### config.mk
export PLATFORM = sky130hd
export DESIGN_NAME = timer_counter_gen
export DESIGN_NICKNAME = d
export VERILOG_FILES = /design/src/rtl/timer_pkg.sv /design/src/rtl/timer_clk_sel.sv /design/src/rtl/timer_counter_gen.sv
export SDC_FILE = /design/constraint.sdc
export NUM_CORES = 1
export LEC_CHECK = 0
export ABC_CLOCK_PERIOD_IN_PS = 3300
export CAP_MARGIN = 20
export CELL_PAD_IN_SITES_DETAIL_PLACEMENT = 1
export CELL_PAD_IN_SITES_GLOBAL_PLACEMENT = 2
export CORE_UTILIZATION = 31
export DETAILED_ROUTE_END_ITERATION = 10
export MAX_ROUTING_LAYER = met4
export PLACE_DENSITY = 0.87
export SLEW_MARGIN = 20
export SYNTH_ARGS = -nofsm -noshare
export SYNTH_HDL_FRONTEND = slang
export SYNTH_SLANG_ARGS = --single-unit
export TNS_END_PERCENT = 5
### constraint.sdc
create_clock -name pclk -period 3.3 [get_ports pclk]
set_input_delay 0.66 -clock pclk [delete_from_list [all_inputs] [get_ports pclk]]
set_output_delay 0.66 -clock pclk [all_outputs]
set_load 0.02 [all_outputs]
### src/rtl/timer_pkg.sv
// Shared constants and types for the timer subsystem.
package timer_pkg;

    localparam logic DIR_UP   = 1'b0;
    localparam logic DIR_DOWN = 1'b1;

    localparam int TIMER_WIDTH = 16;
    localparam int TIMER_NCLK  = 4;
    localparam int TIMER_CKS_W = $clog2(TIMER_NCLK);

    typedef logic [TIMER_CKS_W-1:0] cks_t;

endpackage

### src/rtl/timer_clk_sel.sv
// Count-clock select and rising-edge detect in the pclk domain.
module timer_clk_sel
    import timer_pkg::*;
#(
    parameter  int NCLK = TIMER_NCLK,
    localparam int SW   = $clog2(NCLK)
) (
    input  logic            pclk,
    input  logic            preset_n,
    input  logic [NCLK-1:0] clk_in,
    input  logic [SW-1:0]   cks,
    output logic            tick
);

    logic          sel;
    logic          last;
    logic [SW-1:0] cks_q;

    assign sel  = clk_in[cks];
    // A select change masks the edge so a switch onto a high input never counts.
    assign tick = sel & ~last & (cks == cks_q);

    always_ff @(posedge pclk or negedge preset_n) begin
        if (!preset_n) begin
            last  <= 1'b0;
            cks_q <= '0;
        end else begin
            last  <= sel;
            cks_q <= cks;
        end
    end

endmodule

### src/rtl/timer_counter_gen.sv
// Parametrised up/down timer counter with load, wrap pulses and sticky flags.
// Optional TIMER_AUTO_RELOAD_EN adds input arl: wrap to tdr instead of 0/all-ones.
module timer_counter_gen
    import timer_pkg::*;
#(
    parameter  int WIDTH = TIMER_WIDTH,
    parameter  int NCLK  = TIMER_NCLK,
    localparam int SW    = $clog2(NCLK)
) (
    input  logic             pclk,
    input  logic             preset_n,
    input  logic [NCLK-1:0]  clk_in,
    input  logic [SW-1:0]    cks,
    input  logic             en,
    input  logic             dir,
    input  logic             load,
    input  logic [WIDTH-1:0] tdr,
`ifdef TIMER_AUTO_RELOAD_EN
    input  logic             arl,
`endif
    input  logic             clr_ovf,
    input  logic             clr_udf,
    output logic [WIDTH-1:0] cnt,
    output logic [WIDTH-1:0] cnt_d1,
    output logic             ovf_pulse,
    output logic             udf_pulse,
    output logic             ovf_sts,
    output logic             udf_sts
);

    logic             tick;
    logic             step;
    logic             set_ovf;
    logic             set_udf;
    logic [WIDTH-1:0] wrap_up;
    logic [WIDTH-1:0] wrap_dn;

    timer_clk_sel #(.NCLK(NCLK)) u_clk_sel (
        .pclk     (pclk),
        .preset_n (preset_n),
        .clk_in   (clk_in),
        .cks      (cks),
        .tick     (tick)
    );

    // Load outranks counting; a tick during load is dropped.
    assign step    = ~load & en & tick;
    assign set_ovf = step & (dir == DIR_UP)   & (cnt == '1);
    assign set_udf = step & (dir == DIR_DOWN) & (cnt == '0);

`ifdef TIMER_AUTO_RELOAD_EN
    assign wrap_up = arl ? tdr : '0;
    assign wrap_dn = arl ? tdr : '1;
`else
    assign wrap_up = '0;
    assign wrap_dn = '1;
`endif

    always_ff @(posedge pclk or negedge preset_n) begin
        if (!preset_n) begin
            cnt       <= '0;
            cnt_d1    <= '0;
            ovf_pulse <= 1'b0;
            udf_pulse <= 1'b0;
            ovf_sts   <= 1'b0;
            udf_sts   <= 1'b0;
        end else begin
            cnt_d1    <= cnt;
            ovf_pulse <= set_ovf;
            udf_pulse <= set_udf;
            // Set beats a coincident clear.
            ovf_sts   <= set_ovf | (ovf_sts & ~clr_ovf);
            udf_sts   <= set_udf | (udf_sts & ~clr_udf);
            if (load)
                cnt <= tdr;
            else if (step) begin
                if (set_ovf)
                    cnt <= wrap_up;
                else if (set_udf)
                    cnt <= wrap_dn;
                else if (dir == DIR_UP)
                    cnt <= cnt + 1'b1;
                else
                    cnt <= cnt - 1'b1;
            end
        end
    end

endmodule
# Word level (Yosys, flattened, before mapping)
# Index checks and enable logic that the tools add are counted.
[classes]
n_addsub = 2
order_cmp = 1
eq_ne = 2
muxes = 7
bitwise = 17
reduce_logical = 2
[ops]
columns = ["op", "n"]
rows = [
  ["16-bit two-way mux", 5],
  ["16-bit by 1-bit adder with 16-bit output (second input constant)", 1],
  ["16-bit equality test (second input constant)", 1],
  ["16-bit logical NOT", 1],
  ["16-bit by 1-bit subtractor with 16-bit output (second input constant)", 1],
  ["1-bit AND", 10],
  ["1-bit inverter", 5],
  ["2-bit by 3-bit < comparator with 1-bit output (second input constant)", 1],
  ["1-bit binary-select mux with 2-bit select", 1],
  ["2-bit equality test", 1],
  ["1-bit bitwise OR", 2],
  ["2-bit nonzero test", 1],
  ["1-bit two-way mux", 1],
]
[word_totals]
regBits = 39
input_bits = 29
output_inout_bits = 36
elab_cells = 39

# Longest topological paths before layout
[logic_depth]
word_depth = 11
depth_mapped = 8
ltp_nobuf = 7

# Cells and area by module
# A second synthesis with hierarchy kept.
[unflattened]
hier_cells = 192
hier_area_um2 = 2115.8
[modules_own_cells]
columns = ["mod", "n_inst", "cells_each", "area_per_inst_um2", "seq_area_each_um2"]
rows = [
  ["timer_counter_gen", 1, 185, 1976.9, 900.9],
  ["timer_clk_sel", 1, 7, 138.9, 75.1],
]

# Worst setup path after synthesis
# OpenSTA, ideal clock, no wires.
[synth_path]
path_kind = "input-to-reg"
start = "input port dir"
end = "register cnt[14]"
setup_ns = 0.129
arrival_ns = 2.206
t_required_ns = 3.171
setup_slack_ns = 0.965
path_stages = 7
n_path_buf = 0
path_cell_list = "fa_1 a21o_1 a221o_1 nand4_1 o211a_1 nor4bb_1 nor2_1"
[synth_via]
elab_chain_cells = 6
elab_cells_between_ends = 10
classes_between = "mux: 5; bitwise: 5"
[synth_rtl]
columns = ["element", "line_no", "source"]
rows = [
  ["from (decl)", "timer_counter_gen.sv:15", "input logic dir,"],
  ["1-bit AND or 1-bit inverter (tied branches)", "--", ""],
  ["1-bit AND (on tied branches)", "timer_counter_gen.sv:49, timer_counter_gen.sv:48", ""],
  ["16-bit two-way mux or 1-bit AND (tied branches)", "timer_counter_gen.sv:79, timer_counter_gen.sv:48", ""],
  ["16-bit two-way mux (*)", "timer_counter_gen.sv:77", "if (set_ovf)"],
  ["16-bit two-way mux (*)", "timer_counter_gen.sv:76", "else if (step) begin"],
  ["16-bit two-way mux (*)", "timer_counter_gen.sv:74", "if (load)"],
  ["to (signal assigned)", "timer_counter_gen.sv:75", "cnt <= tdr;"],
  ["to (signal assigned)", "timer_counter_gen.sv:78", "cnt <= wrap_up;"],
  ["to (signal assigned)", "timer_counter_gen.sv:80", "cnt <= wrap_dn;"],
  ["to (decl)", "timer_counter_gen.sv:23", "output logic [WIDTH-1:0] cnt,"],
]
# Every way passes the cells marked *; elsewhere a longest branch is shown, timed or not. The select of a mux whose other input is x is not followed.
# A chain may end at the register's enable or synchronous reset.

# Worst setup path in the final report
# Ends and elaborated chain as after synthesis.

==> results.toml <==
[worst_setup_path]
critPathTopFamily = "compound AO/OA/AOI/OAI gates"
critical_path.startpoint = "dir"
cp_cell_sequence = "clkdlybuf4s50_1 > buf_12 > fa_1 > a21o_1 > a221o_1 > nand4_1 > o211a_1 > nor4bb_1 > nor2_1"
crit_path_end = "cnt[14]"
cp.depth = 9
cpMaxStageDelayCell = "clkdlybuf4s50_1"
critPathMaxFanout = 18
cp-start-kind = "input pin"
cp.required_ns = 3.47
path_buf_inv = 2
reg2reg_to = "cnt[14]"
reg2reg_slack_ns = 0.96
r2r_cells = 7
r2r-start = "cnt[0]"
crit_arrival_ns = 3.01
path_class = "input pin to flop"
slowest_delay_ns = 0.46
cp-end-kind = "flop"

[grt]
grtUsageTotal_pct = 20.4
grt_pass1_vias = 2158
gr-total-overflow = 0
grt_antenna_before_repair = 0
grt_pass1_wl_mm = 11.4
grt_max_degree = 40

[logic_synthesis]
ys_seq_area_share_pct = 43.1
yosys_warnings = 0
synth_top_cells_by_area = "dfrtp_1 (43%), ha_1 (7.7%), nand2_1 (5.6%)"
ys_ff_latch = 39
synth-async-reset-ratio_pct = 100
synth_edf_count = 0
synth_top_cell_area_share_pct = 43.1
synth_top_cell_by_area = "dfrtp_1"
syn-num-nets = 272
synth_cell_type_count = 47
syn_avg_cell_area_um2 = 9.93
netlist_instances = 228
synth_area_mm2 = 0.00226
ys.flop_type = "dfrtp_1"

[clock_network]
post_cts_buffers = 0
cts-buffers-inserted = 5
cts_root_buf = "clkbuf_8"
cts_hold_buf = 0
cts.sinks = 39
cts-resized-gates = 0
clkTransAtPathRegs_ns = 0.09
cts_tree = "built"
htree_num_levels = 2
cts_buffer_depth = 2
clock_latency_ns = 0.29

[sta]
relSlewSlack_pct = 38.6
finalCritPeriodShare_pct = 86.2
worstMarginPinSlew_ns = 0.921
fmax_mhz = 352
clock_skew_ns = 0.0107
finalSetupTns_ns = 0
hold_viol = 0
rsz0062_at_grt = "no"
fin_crit_ns = 2.84
setup-violations-final = 0
slew_viol_final = 0

[routing]
wl_per_cell_um = 17.8
drc = 0
ant_nets = 0
postRouteWirelength_mm = 7.01
firstDrtPassIters = 4
vias = 2035
via_per_inst = 5.16
dr.first_iter.drc_count = 95

[floorplan]
die_w_um = 87.5
die_y_um = 87.5
io_pins = 65
rows = 30
initial_utilization_pct = 32.8
core_area_mm2 = 0.00691
design.die.area_mm2 = 0.00765

[flow_run]
maxCapViolCount = 0

[layout]
final_util_pct = 45.7
area_growth_pct = 39.2
drive_gt1_share_pct = 7.72
antenna_cells = 0
fin_nets = 341

[placement]
hpwl_mm = 5.37
routabilityCongestion = 0.895
io_buffers = 64

[status]
outcome = "finished, final reports clean"

[power_and_ir_drop]
power.density_mw_per_mm2 = 508
ir_drop_mv = 0.166
power_leakage_nw = 1.35

[worst_hold_path]
holdCritPathClass = "input pin to async pin"
-- power by group --
part,switching (mW),internal [mW],leakage (nW),total [mW]
sequential,0.0658,0.533,0.487,0.599
clock,0.176,0.245,0.0612,0.421
combinational,0.309,0.274,0.803,0.583
total,0.551,1.05,1.35,1.60
-- layer usage --
layer | vias to the layer above | track usage, % | wire (um)
met5 | - | - | 0
met4 | 0 | 6.26 | 56
met3 | 4 | 1.42 | 197
met2 | 43 | 33.2 | 3370
met1 | 1001 | 27.0 | 3380
li1 | 987 | - | -
-- through the flow --
stage	hold WS (ns)	instances	instance area, um^2	worst slack, ns	total power [mW]
after detailed placement	0.484	386	3040	0.158	1.19
after global routing	0.524	394	3150	0.310	1.69
after CTS	0.502	394	3150	0.458	1.62
after floorplan	0.364	228	2260	0.965	0.940
final	0.499	394	3150	0.456	1.60
after global placement	0.462	386	3040	0.229	1.17
-- kinds of logic (layout without fill, tap and decap cells) --
logic type / after synthesis / count (layout) / share of synthesized area (%)
AND/OR/NAND/NOR: 86 / 86 / 19.4
AO/OA/AOI/OAI: 63 / 63 / 20.4
flip-flops: 39 / 39 / 43.1
adder cells (fa/ha/maj): 15 / 15 / 8.62
XOR/XNOR: 14 / 14 / 5.41
buffers and inverters: 10 / 80 / 2.04
multiplexers: 1 / 1 / 0.994
-- cells in the mapped netlist, types with 4 or more instances --
cell / instances
a21oi_1: 13
clkbuf_1: 5
nand4_1: 6
a21o_1: 5
xor2_1: 5
and3_1: 4
nand2_1: 34
xnor2_1: 9
a22oi_1: 4
o211ai_1: 5
o21ai_0: 7
nor2_1: 19
o221ai_2: 4
ha_1: 14
dfrtp_1: 39
nor2b_1: 5
-- how the worst min path moves through the flow --
stage	from	end	slack (ns)	cells past startpoint
detailed placement	cnt[13]	cnt_d1[13]	0.48	0
global placement	udf_sts	udf_sts	0.46	1
global route	cnt[8]	cnt_d1[8]	0.52	0
floorplan	preset_n	cnt[0]	0.36	0
CTS	cnt[13]	cnt_d1[13]	0.50	0
finish	preset_n	cnt_d1[3]	0.50	1
-- area by class of cell --
cell class | count | area (um^2)
clock buffer | 6 | 82.6
multi-input combinational | 179 | 1240
clock inverter | 2 | 35.0
sequential | 39 | 976
tap | 96 | 120
timing repair buffer | 69 | 686
fill | 804 | 3750
inverter | 3 | 11.3
-- flip-flops by register name, summed over array words and instances (netlist names) --
signal / count
udf_pulse: 1
udf_sts: 1
cnt: 16
cnt_d1: 16
ovf_sts: 1
u_clk_sel.last: 1
u_clk_sel.cks_q: 2
ovf_pulse: 1
-- worst register-to-register path, cell delays in order, from the launching register on --
cell,delay (ns)
dfrtp_1,0.50
fa_1,0.48
a21o_1,0.23
a221o_1,0.39
nand4_1,0.12
o211a_1,0.17
nor4bb_1,0.29
nor2_1,0.06
-- cell usage in the layout (no fill, tap or decap), types with 3 or more instances in the layout --
master | Yosys | final
ha_1 | 14 | 14
a21o_1 | 5 | 5
nand2_1 | 34 | 34
o221ai_1 | 3 | 3
and3_1 | 4 | 4
a21oi_1 | 13 | 13
dfrtp_1 | 39 | 39
nor2b_1 | 5 | 5
o21ai_0 | 7 | 7
clkbuf_8 | 0 | 6
o211ai_1 | 5 | 5
nor3_1 | 3 | 3
xnor2_1 | 9 | 9
o221ai_2 | 4 | 4
clkdlybuf4s50_1 | 0 | 63
or3_1 | 3 | 3
xor2_1 | 5 | 5
a211oi_1 | 3 | 3
inv_1 | 3 | 3
buf_4 | 0 | 4
nor4_1 | 3 | 3
nor2_1 | 19 | 19
nand4_1 | 6 | 6
a22oi_1 | 4 | 4
Note: power is estimated with default switching activity, not from simulation.
